--- src/rtl/mips_pkg.sv ---
// rtl/mips_pkg.sv - shared opcodes, FSM state encoding and datapath select encodings
package mips_pkg;

  localparam logic [5:0] OP_RTYPE = 6'h00;
  localparam logic [5:0] OP_LW    = 6'h23;
  localparam logic [5:0] OP_SW    = 6'h2B;
  localparam logic [5:0] OP_BEQ   = 6'h04;
  localparam logic [5:0] OP_ADDI  = 6'h08;
  localparam logic [5:0] OP_J     = 6'h02;

  typedef enum logic [3:0] {
    S_IDLE    = 4'd0,
    S_FETCH   = 4'd1,
    S_DECODE  = 4'd2,
    S_EXEC_R  = 4'd3,
    S_WB_R    = 4'd4,
    S_EXEC_I  = 4'd5,
    S_WB_I    = 4'd6,
    S_ADDR    = 4'd7,
    S_MEM_RD  = 4'd8,
    S_MEM_WR  = 4'd9,
    S_WB_MEM  = 4'd10,
    S_BRANCH  = 4'd11,
    S_JUMP    = 4'd12,
    S_ILLEGAL = 4'd13,
    S_TRAP    = 4'd14
  } state_t;

  localparam logic [1:0] PC_SRC_ALU    = 2'd0;
  localparam logic [1:0] PC_SRC_ALUOUT = 2'd1;
  localparam logic [1:0] PC_SRC_JUMP   = 2'd2;

  localparam logic [1:0] ALU_B_RT      = 2'd0;
  localparam logic [1:0] ALU_B_FOUR    = 2'd1;
  localparam logic [1:0] ALU_B_IMM     = 2'd2;
  localparam logic [1:0] ALU_B_IMM_SH2 = 2'd3;

  localparam logic [1:0] ALU_OP_ADD    = 2'd0;
  localparam logic [1:0] ALU_OP_SUB    = 2'd1;
  localparam logic [1:0] ALU_OP_FUNCT  = 2'd2;

  // Dispatch target after DECODE; anything not listed is an illegal opcode.
  function automatic state_t decode_next(input logic [5:0] op);
    case (op)
      OP_RTYPE:     return S_EXEC_R;
      OP_LW, OP_SW: return S_ADDR;
      OP_BEQ:       return S_BRANCH;
      OP_ADDI:      return S_EXEC_I;
      OP_J:         return S_JUMP;
      default:      return S_ILLEGAL;
    endcase
  endfunction

endpackage

--- src/rtl/mips_ctrl_outdec.sv ---
// rtl/mips_ctrl_outdec.sv - combinational decode of FSM state into the datapath control word
module mips_ctrl_outdec
  import mips_pkg::*;
(
  input  logic [3:0] state,
  input  logic       mem_ready,
  input  logic       zero,
  output logic       pc_write,
  output logic [1:0] pc_src,
  output logic       ir_write,
  output logic       iord,
  output logic       mem_read,
  output logic       mem_write,
  output logic       reg_write,
  output logic       reg_dst,
  output logic       mem_to_reg,
  output logic       alu_src_a,
  output logic [1:0] alu_src_b,
  output logic [1:0] alu_op,
  output logic       busy,
  output logic       illegal
);

  state_t st;
  assign st = state_t'(state);

  always_comb begin
    pc_write   = 1'b0;
    pc_src     = PC_SRC_ALU;
    ir_write   = 1'b0;
    iord       = 1'b0;
    mem_read   = 1'b0;
    mem_write  = 1'b0;
    reg_write  = 1'b0;
    reg_dst    = 1'b0;
    mem_to_reg = 1'b0;
    alu_src_a  = 1'b0;
    alu_src_b  = ALU_B_RT;
    alu_op     = ALU_OP_ADD;
    busy       = (st != S_IDLE) && (st != S_TRAP);
    illegal    = (st == S_ILLEGAL) || (st == S_TRAP);
    case (st)
      S_FETCH: begin
        mem_read  = 1'b1;
        alu_src_b = ALU_B_FOUR;
        // IR and PC latch only in the cycle memory returns the instruction.
        ir_write  = mem_ready;
        pc_write  = mem_ready;
      end
      S_DECODE: alu_src_b = ALU_B_IMM_SH2;
      S_EXEC_R: begin
        alu_src_a = 1'b1;
        alu_op    = ALU_OP_FUNCT;
      end
      S_WB_R: begin
        reg_write = 1'b1;
        reg_dst   = 1'b1;
      end
      S_EXEC_I, S_ADDR: begin
        alu_src_a = 1'b1;
        alu_src_b = ALU_B_IMM;
      end
      S_WB_I: reg_write = 1'b1;
      S_MEM_RD: begin
        mem_read = 1'b1;
        iord     = 1'b1;
      end
      S_MEM_WR: begin
        mem_write = 1'b1;
        iord      = 1'b1;
      end
      S_WB_MEM: begin
        reg_write  = 1'b1;
        mem_to_reg = 1'b1;
      end
      S_BRANCH: begin
        alu_src_a = 1'b1;
        alu_op    = ALU_OP_SUB;
        pc_src    = PC_SRC_ALUOUT;
        pc_write  = zero;
      end
      S_JUMP: begin
        pc_write = 1'b1;
        pc_src   = PC_SRC_JUMP;
      end
      default: ;
    endcase
  end

endmodule

--- src/rtl/mips_multicycle_ctrl.sv ---
// rtl/mips_multicycle_ctrl.sv - multi-cycle MIPS control FSM; MIPS_CTRL_PERF_EN adds a retired-instruction counter
module mips_multicycle_ctrl
  import mips_pkg::*;
#(
  parameter int PERF_W       = 32,
  parameter int ILLEGAL_HALT = 1
) (
  input  logic       clk,
  input  logic       rst_n,
  input  logic       run,
  input  logic [5:0] opcode,
  input  logic [5:0] funct,
  input  logic       zero,
  input  logic       mem_ready,
`ifdef MIPS_CTRL_PERF_EN
  output logic [PERF_W-1:0] instr_retired,
`endif
  output logic       pc_write,
  output logic [1:0] pc_src,
  output logic       ir_write,
  output logic       iord,
  output logic       mem_read,
  output logic       mem_write,
  output logic       reg_write,
  output logic       reg_dst,
  output logic       mem_to_reg,
  output logic       alu_src_a,
  output logic [1:0] alu_src_b,
  output logic [1:0] alu_op,
  output logic       busy,
  output logic       illegal,
  output logic [3:0] state_o
);

  state_t state_q, state_d;

  // The ALU decoder owns funct; the sequencer deliberately ignores it.
  logic unused_funct;
  assign unused_funct = ^funct;

  always_comb begin
    state_d = state_q;
    case (state_q)
      S_IDLE:    if (run) state_d = S_FETCH;
      S_FETCH:   if (mem_ready) state_d = S_DECODE;
      S_DECODE:  state_d = decode_next(opcode);
      S_EXEC_R:  state_d = S_WB_R;
      S_EXEC_I:  state_d = S_WB_I;
      S_ADDR:    state_d = (opcode == OP_LW) ? S_MEM_RD : S_MEM_WR;
      S_MEM_RD:  if (mem_ready) state_d = S_WB_MEM;
      S_MEM_WR:  if (mem_ready) state_d = S_FETCH;
      S_WB_R, S_WB_I, S_WB_MEM, S_BRANCH, S_JUMP: state_d = S_FETCH;
      S_ILLEGAL: state_d = (ILLEGAL_HALT != 0) ? S_TRAP : S_FETCH;
      S_TRAP:    state_d = S_TRAP;
      default:   state_d = S_IDLE;
    endcase
  end

  always_ff @(posedge clk or negedge rst_n) begin
    if (!rst_n) state_q <= S_IDLE;
    else        state_q <= state_d;
  end

  assign state_o = state_q;

`ifdef MIPS_CTRL_PERF_EN
  logic [PERF_W-1:0] instr_retired_q, instr_retired_d;
  logic              retire;

  // An illegal refetch is not a retirement, so ILLEGAL is excluded.
  always_comb begin
    retire = (state_d == S_FETCH) &&
             (state_q inside {S_WB_R, S_WB_I, S_WB_MEM, S_MEM_WR, S_BRANCH, S_JUMP});
    instr_retired_d = instr_retired_q + PERF_W'(retire);
  end

  always_ff @(posedge clk or negedge rst_n) begin
    if (!rst_n) instr_retired_q <= '0;
    else        instr_retired_q <= instr_retired_d;
  end

  assign instr_retired = instr_retired_q;
`endif

  mips_ctrl_outdec u_outdec (
    .state      (state_q),
    .mem_ready  (mem_ready),
    .zero       (zero),
    .pc_write   (pc_write),
    .pc_src     (pc_src),
    .ir_write   (ir_write),
    .iord       (iord),
    .mem_read   (mem_read),
    .mem_write  (mem_write),
    .reg_write  (reg_write),
    .reg_dst    (reg_dst),
    .mem_to_reg (mem_to_reg),
    .alu_src_a  (alu_src_a),
    .alu_src_b  (alu_src_b),
    .alu_op     (alu_op),
    .busy       (busy),
    .illegal    (illegal)
  );

endmodule
--- config.mk ---
export PLATFORM = sky130hd
export DESIGN_NAME = mips_multicycle_ctrl
export DESIGN_NICKNAME = d
export VERILOG_FILES = /design/src/rtl/mips_pkg.sv /design/src/rtl/mips_ctrl_outdec.sv /design/src/rtl/mips_multicycle_ctrl.sv
export SDC_FILE = /design/constraint.sdc
export NUM_CORES = 1
export LEC_CHECK = 0
export CORE_MARGIN = 3
export CORE_UTILIZATION = 31
export DETAILED_ROUTE_END_ITERATION = 12
export GPL_TIMING_DRIVEN = 0
export PLACE_DENSITY = 0.74
export SLEW_MARGIN = 10
export SYNTH_ARGS = -nofsm -noshare
export SYNTH_HDL_FRONTEND = slang
export SYNTH_SLANG_ARGS = --single-unit
--- constraint.sdc ---
create_clock -name clk -period 1.4 [get_ports clk]
set_input_delay 0.28 -clock clk [delete_from_list [all_inputs] [get_ports clk]]
set_output_delay 0.28 -clock clk [all_outputs]
set_load 0.05 [all_outputs]
==> results of run 1 <==
[timing repair]
item	in CTS
buffers inserted	28
gates resized for setup	178
pin swaps	17
setup endpoints to repair	24
[metrics by stage]
stage	worst slack [ns]	TNS (ns)	hold slack, ns	cells
after CTS	-0.349	-4.65	0.249	172
after detailed placement	-0.925	-13.32	0.490	143
after global placement	-0.901	-13.12	0.486	143
after floorplan	-0.701	-4.48	-0.0156	88
[kinds of logic after synthesis]
group,synth area share
AO/OA/AOI/OAI,0.283
XOR/XNOR,0.0157
AND/OR/NAND/NOR,0.411
flip-flops,0.180
buffers and inverters,0.0899
multiplexers,0.0202
==> run_results.csv, run 1 <==
group,metric,value,unit
outcome,error,"[ERROR DPL-0038] Utilization greater than 100%, impossible to legalize",
placement,place_area,1110,µm²
outcome,status,"did not finish",
placement,dp_hpwl,1.55,mm
yosys,synth-seq-cells,4,
yosys,netlist.area_leader.share,0.180,
yosys,yosys.area.top_type,"dfrtp_1",
yosys,syn_inst,88,
yosys,postSynthAreaPerCell,6.33,µm²
outcome,lastStage,"global routing (5_1_grt)",
yosys,synth_flop_cell,"dfrtp_1",
global_routing,grt_max_degree,11,
yosys,syn_area,557,µm²
die,start_util,0.349,
placement,gp_congestion,0.842,
die,core.rowCount,14,
yosys,yosysSeqAreaShare,0.180,
die,io_pins,38,
placement,io_buffer_count,31,
cts,cts_sinks,4,
yosys,synth_edf_count,0,
yosys,async_reset_ff_frac,1.00,
sta,worst_endpoint,"pc_write",
sta,worst-endpoint-pin-kind,"primary output",
yosys,syn_nets,105,
die,fp.dieH,48.4,µm
cts,clk_path_buf_depth,2,
yosys,yosys_warnings,0,
yosys,post-synth-top-count-cell,"nor2_1",
yosys,synth.distinct_cells,31,
cts,cts_root_buffer,"clkbuf_4",
yosys,synth_area_leaders,"dfrtp_1 18%, nor2_1 8.8%, a21oi_1 7.2%, nor3_1 7.2%, nand2b_1 6.7%",
cts,cts_hold_buf,0,
cts,numCtsBuffers,3,
cts,htree_levels,1,
yosys,synth_commonest_cells,"13 x nor2_1, 8 x a21oi_1, 8 x nor3_1",
die,die_w,48.4,µm
==> inputs of run 2 (changes only) <==
Settings changed: CORE_AREA set to 3 3 64 66, CORE_MARGIN 3 to unset, CORE_UTILIZATION 31 to unset, DIE_AREA set to 0 0 67 69, PLACE_DENSITY 0.74 to unset, PLACE_DENSITY_LB_ADDON set to 0.15.
Clock period 1.4 ns to 1.82 ns, I/O delays scaled along.
==> run_results.csv, run 2 <==
group,metric,value,unit
cts,cts_tree,"done",
yosys,synth_flop_cell,"dfrtp_1",
power,switching_power,1410,µW
sta,grt_setup_unrepaired,"yes",
power,p_leak,0.000517,µW
critical_path,cp.arrival,1.51,ns
critical_path,cpMostUsedCell,"buf_8",
yosys,synth_area_leaders,"dfrtp_1 18%, nor2_1 8.8%, a21oi_1 7.2%, nor3_1 7.2%, nand2b_1 6.7%",
yosys,async_reset_ff_frac,1.00,
power,ir_worst_vdd,0.000725,V
power,power_switching_share,0.558,
power,sequentialPowerShare,0.075,
cts,numCtsBuffers,3,
critical_path,cp-end-kind,"output port",
power,clkPwrFrac,0.072,
yosys,syn_inst,88,
die,dieArea,4620,µm²
outcome,violations,"negative setup slack",
cts,clk_path_buf_depth,2,
detailed_routing,drt_iter0_drc,27,
yosys,postSynthAreaPerCell,6.33,µm²
outcome,status,"complete, but fails checks",
detailed_routing,drt-met1-wl,966,µm
layout,layout.nets,145,
cts,clkTransAtPathRegs,0.03,ns
placement,io_buffer_count,31,
global_routing,grt_pass1_wl,3.45,mm
die,start_util,0.153,
sta,min_period,1.88,ns
layout,largest_reg_flops,4,
layout,final_cell_area,1180,µm²
cts,clk_latency,0.21,ns
detailed_routing,wl_met3,168,µm
yosys,post-synth-top-count-cell,"nor2_1",
yosys,synth_commonest_cells,"13 x nor2_1, 8 x a21oi_1, 8 x nor3_1",
sta,hold_viol,0,
yosys,yosysSeqAreaShare,0.180,
critical_path,path_class,"reg -> out",
detailed_routing,vias,788,
die,fp.dieH,69,µm
placement,gp_congestion,0.759,
critical_path,max_stage_delay,0.42,ns
critical_path,worstPathRequired,1.46,ns
sta,max-slew-margin-rel,0.662,
power,internal_power,1120,µW
global_routing,grt.total_usage,0.0927,
yosys,yosys.area.top_type,"dfrtp_1",
layout,drive_gt1_frac,0.508,
sta,finClkSkew,0.00108,ns
cts,cts_hold_buf,0,
die,core-area,3630,µm²
die,core.rowCount,22,
global_routing,antenna_found_initial,0,
global_routing,grt_max_degree,11,
sta,slew_viol_final,0,
detailed_routing,wl_per_cell,12.5,µm
detailed_routing,routed_wl,2.18,mm
yosys,yosys_warnings,0,
detailed_routing,wl_met2,1.04,mm
flow_run,maxCapViolCount,0,
cts,cts_sinks,4,
sta,tightestPinTransition,0.507,ns
layout,post-route-util,0.326,
hold_path,min_path_type,"in -> async",
cts,cts_root_buffer,"clkbuf_8",
sta,finalSetupViolCount,2,
placement,place_area,1090,µm²
layout,final_cell_mix,"9 x clkdlybuf4s50_1, 8 x buf_6, 8 x buf_4",
global_routing,grt_overflow,0,
layout,layout_commonest_cell,"clkdlybuf4s50_1",
yosys,synth_edf_count,0,
detailed_routing,ant_nets,0,
placement,dp_slack,-0.660,ns
power,p_comb_frac,0.853,
yosys,syn_nets,105,
detailed_routing,viasPerCell,4.53,
power,power_density,2140,nW/µm²
cts,htree_levels,1,
critical_path,path_max_fanout,10,
yosys,synth-seq-cells,4,
sta,post-route-period-util,1.03,
global_routing,first_global_vias,716,
sta,fmax,533,MHz
critical_path,crit_chain,"buf_6 > buf_8 > nand2_4 > nor2_4 > a211o_4 > buf_8",
layout,n_antenna_cell,0,
yosys,syn_area,557,µm²
die,die_w,67,µm
detailed_routing,routed.top_layer,"met3",
die,io_pins,38,
layout,nFillCells,409,
yosys,netlist.area_leader.share,0.180,
critical_path,slowest_stage,"dfrtp_2",
yosys,synth.distinct_cells,31,
placement,dp_hpwl,1.70,mm
layout,area_growth,113,%
detailed_routing,drc_errors,0,
detailed_routing,dr.pass1.iters,4,
sta,fin_ws,-0.0555,ns
critical_path,critPathLaunchType,"flip-flop",
==> run 2: cell counts after synthesis <==
No cell type changed its count.
==> run 2: layout make-up <==
type | count | area (µm²) | area share
tap | 48 | 60.1 | 0.0507
timing repair buffer | 36 | 328 | 0.277
inverter | 2 | 7.51 | 0.00634
multi-input combinational | 73 | 544 | 0.460
sequential | 4 | 105 | 0.0888
buffer | 8 | 97.6 | 0.0825
clock buffer | 3 | 41.3 | 0.0349
==> run 2: cells by family after synthesis <==
group,synth area share
AND/OR/NAND/NOR,0.411
AO/OA/AOI/OAI,0.283
buffers and inverters,0.0899
flip-flops,0.180
XOR/XNOR,0.0157
multiplexers,0.0202
==> run 2: what timing repair did <==
action	CTS	global route
setup buffers	0	5
endpoints found under the setup margin	18	14
resized for setup	110	15
pin swaps	2	1
==> run 2: per-layer routing <==
layer / up-vias / track usage
met5: - / 0
met4: 0 / 0.0203
met3: 0 / 0.0179
met2: 34 / 0.146
met1: 359 / 0.129
li1: 395 / -
==> run 2: power by group through the flow <==
stage / clock [µW] / sequential (µW) / combinational, µW
2_1_floorplan: 0 / 312 / 1380
3_5_place_dp: 0 / 191 / 2040
5_1_grt: 194 / 200 / 2290
3_3_place_gp: 0 / 192 / 2040
6_report: 182 / 190 / 2160
4_1_cts: 187 / 191 / 2040
==> run 2: path summary, 6_finish.rpt <==
path,start,end,slack (ns),cells past startpoint
max,state_o[0],pc_write,-0.06,6
min,rst_n,state_o[1],0.35,1
max reg2reg,state_o[3],state_o[3],0.31,5
min reg2reg,state_o[1],state_o[1],0.76,4
max in group asynchronous,rst_n,state_o[3],1.28,1
min in group clk,opcode[0],state_o[1],0.64,5
==> run 2: stage by stage <==
step	hold slack (ns)	setup TNS, ns	power [µW]	instances
2_1_floorplan	0.0684	-0.548	1700	88
3_3_place_gp	0.573	-7.20	2230	167
3_5_place_dp	0.583	-7.16	2230	167
4_1_cts	0.356	-0.164	2420	169
5_1_grt	0.364	-0.192	2690	174
6_report	0.355	-0.0806	2530	174
==> run 2: critical path: cells and delay by family (launching register included) <==
| family | cells | cell delay (ns) |
|---|---|---|
| simple gates | 2 | 0.12 |
| buf+inv | 3 | 0.43 |
| compound gates | 1 | 0.33 |
| flops | 1 | 0.42 |
No activity file was read; power rests on OpenSTA's default activity.
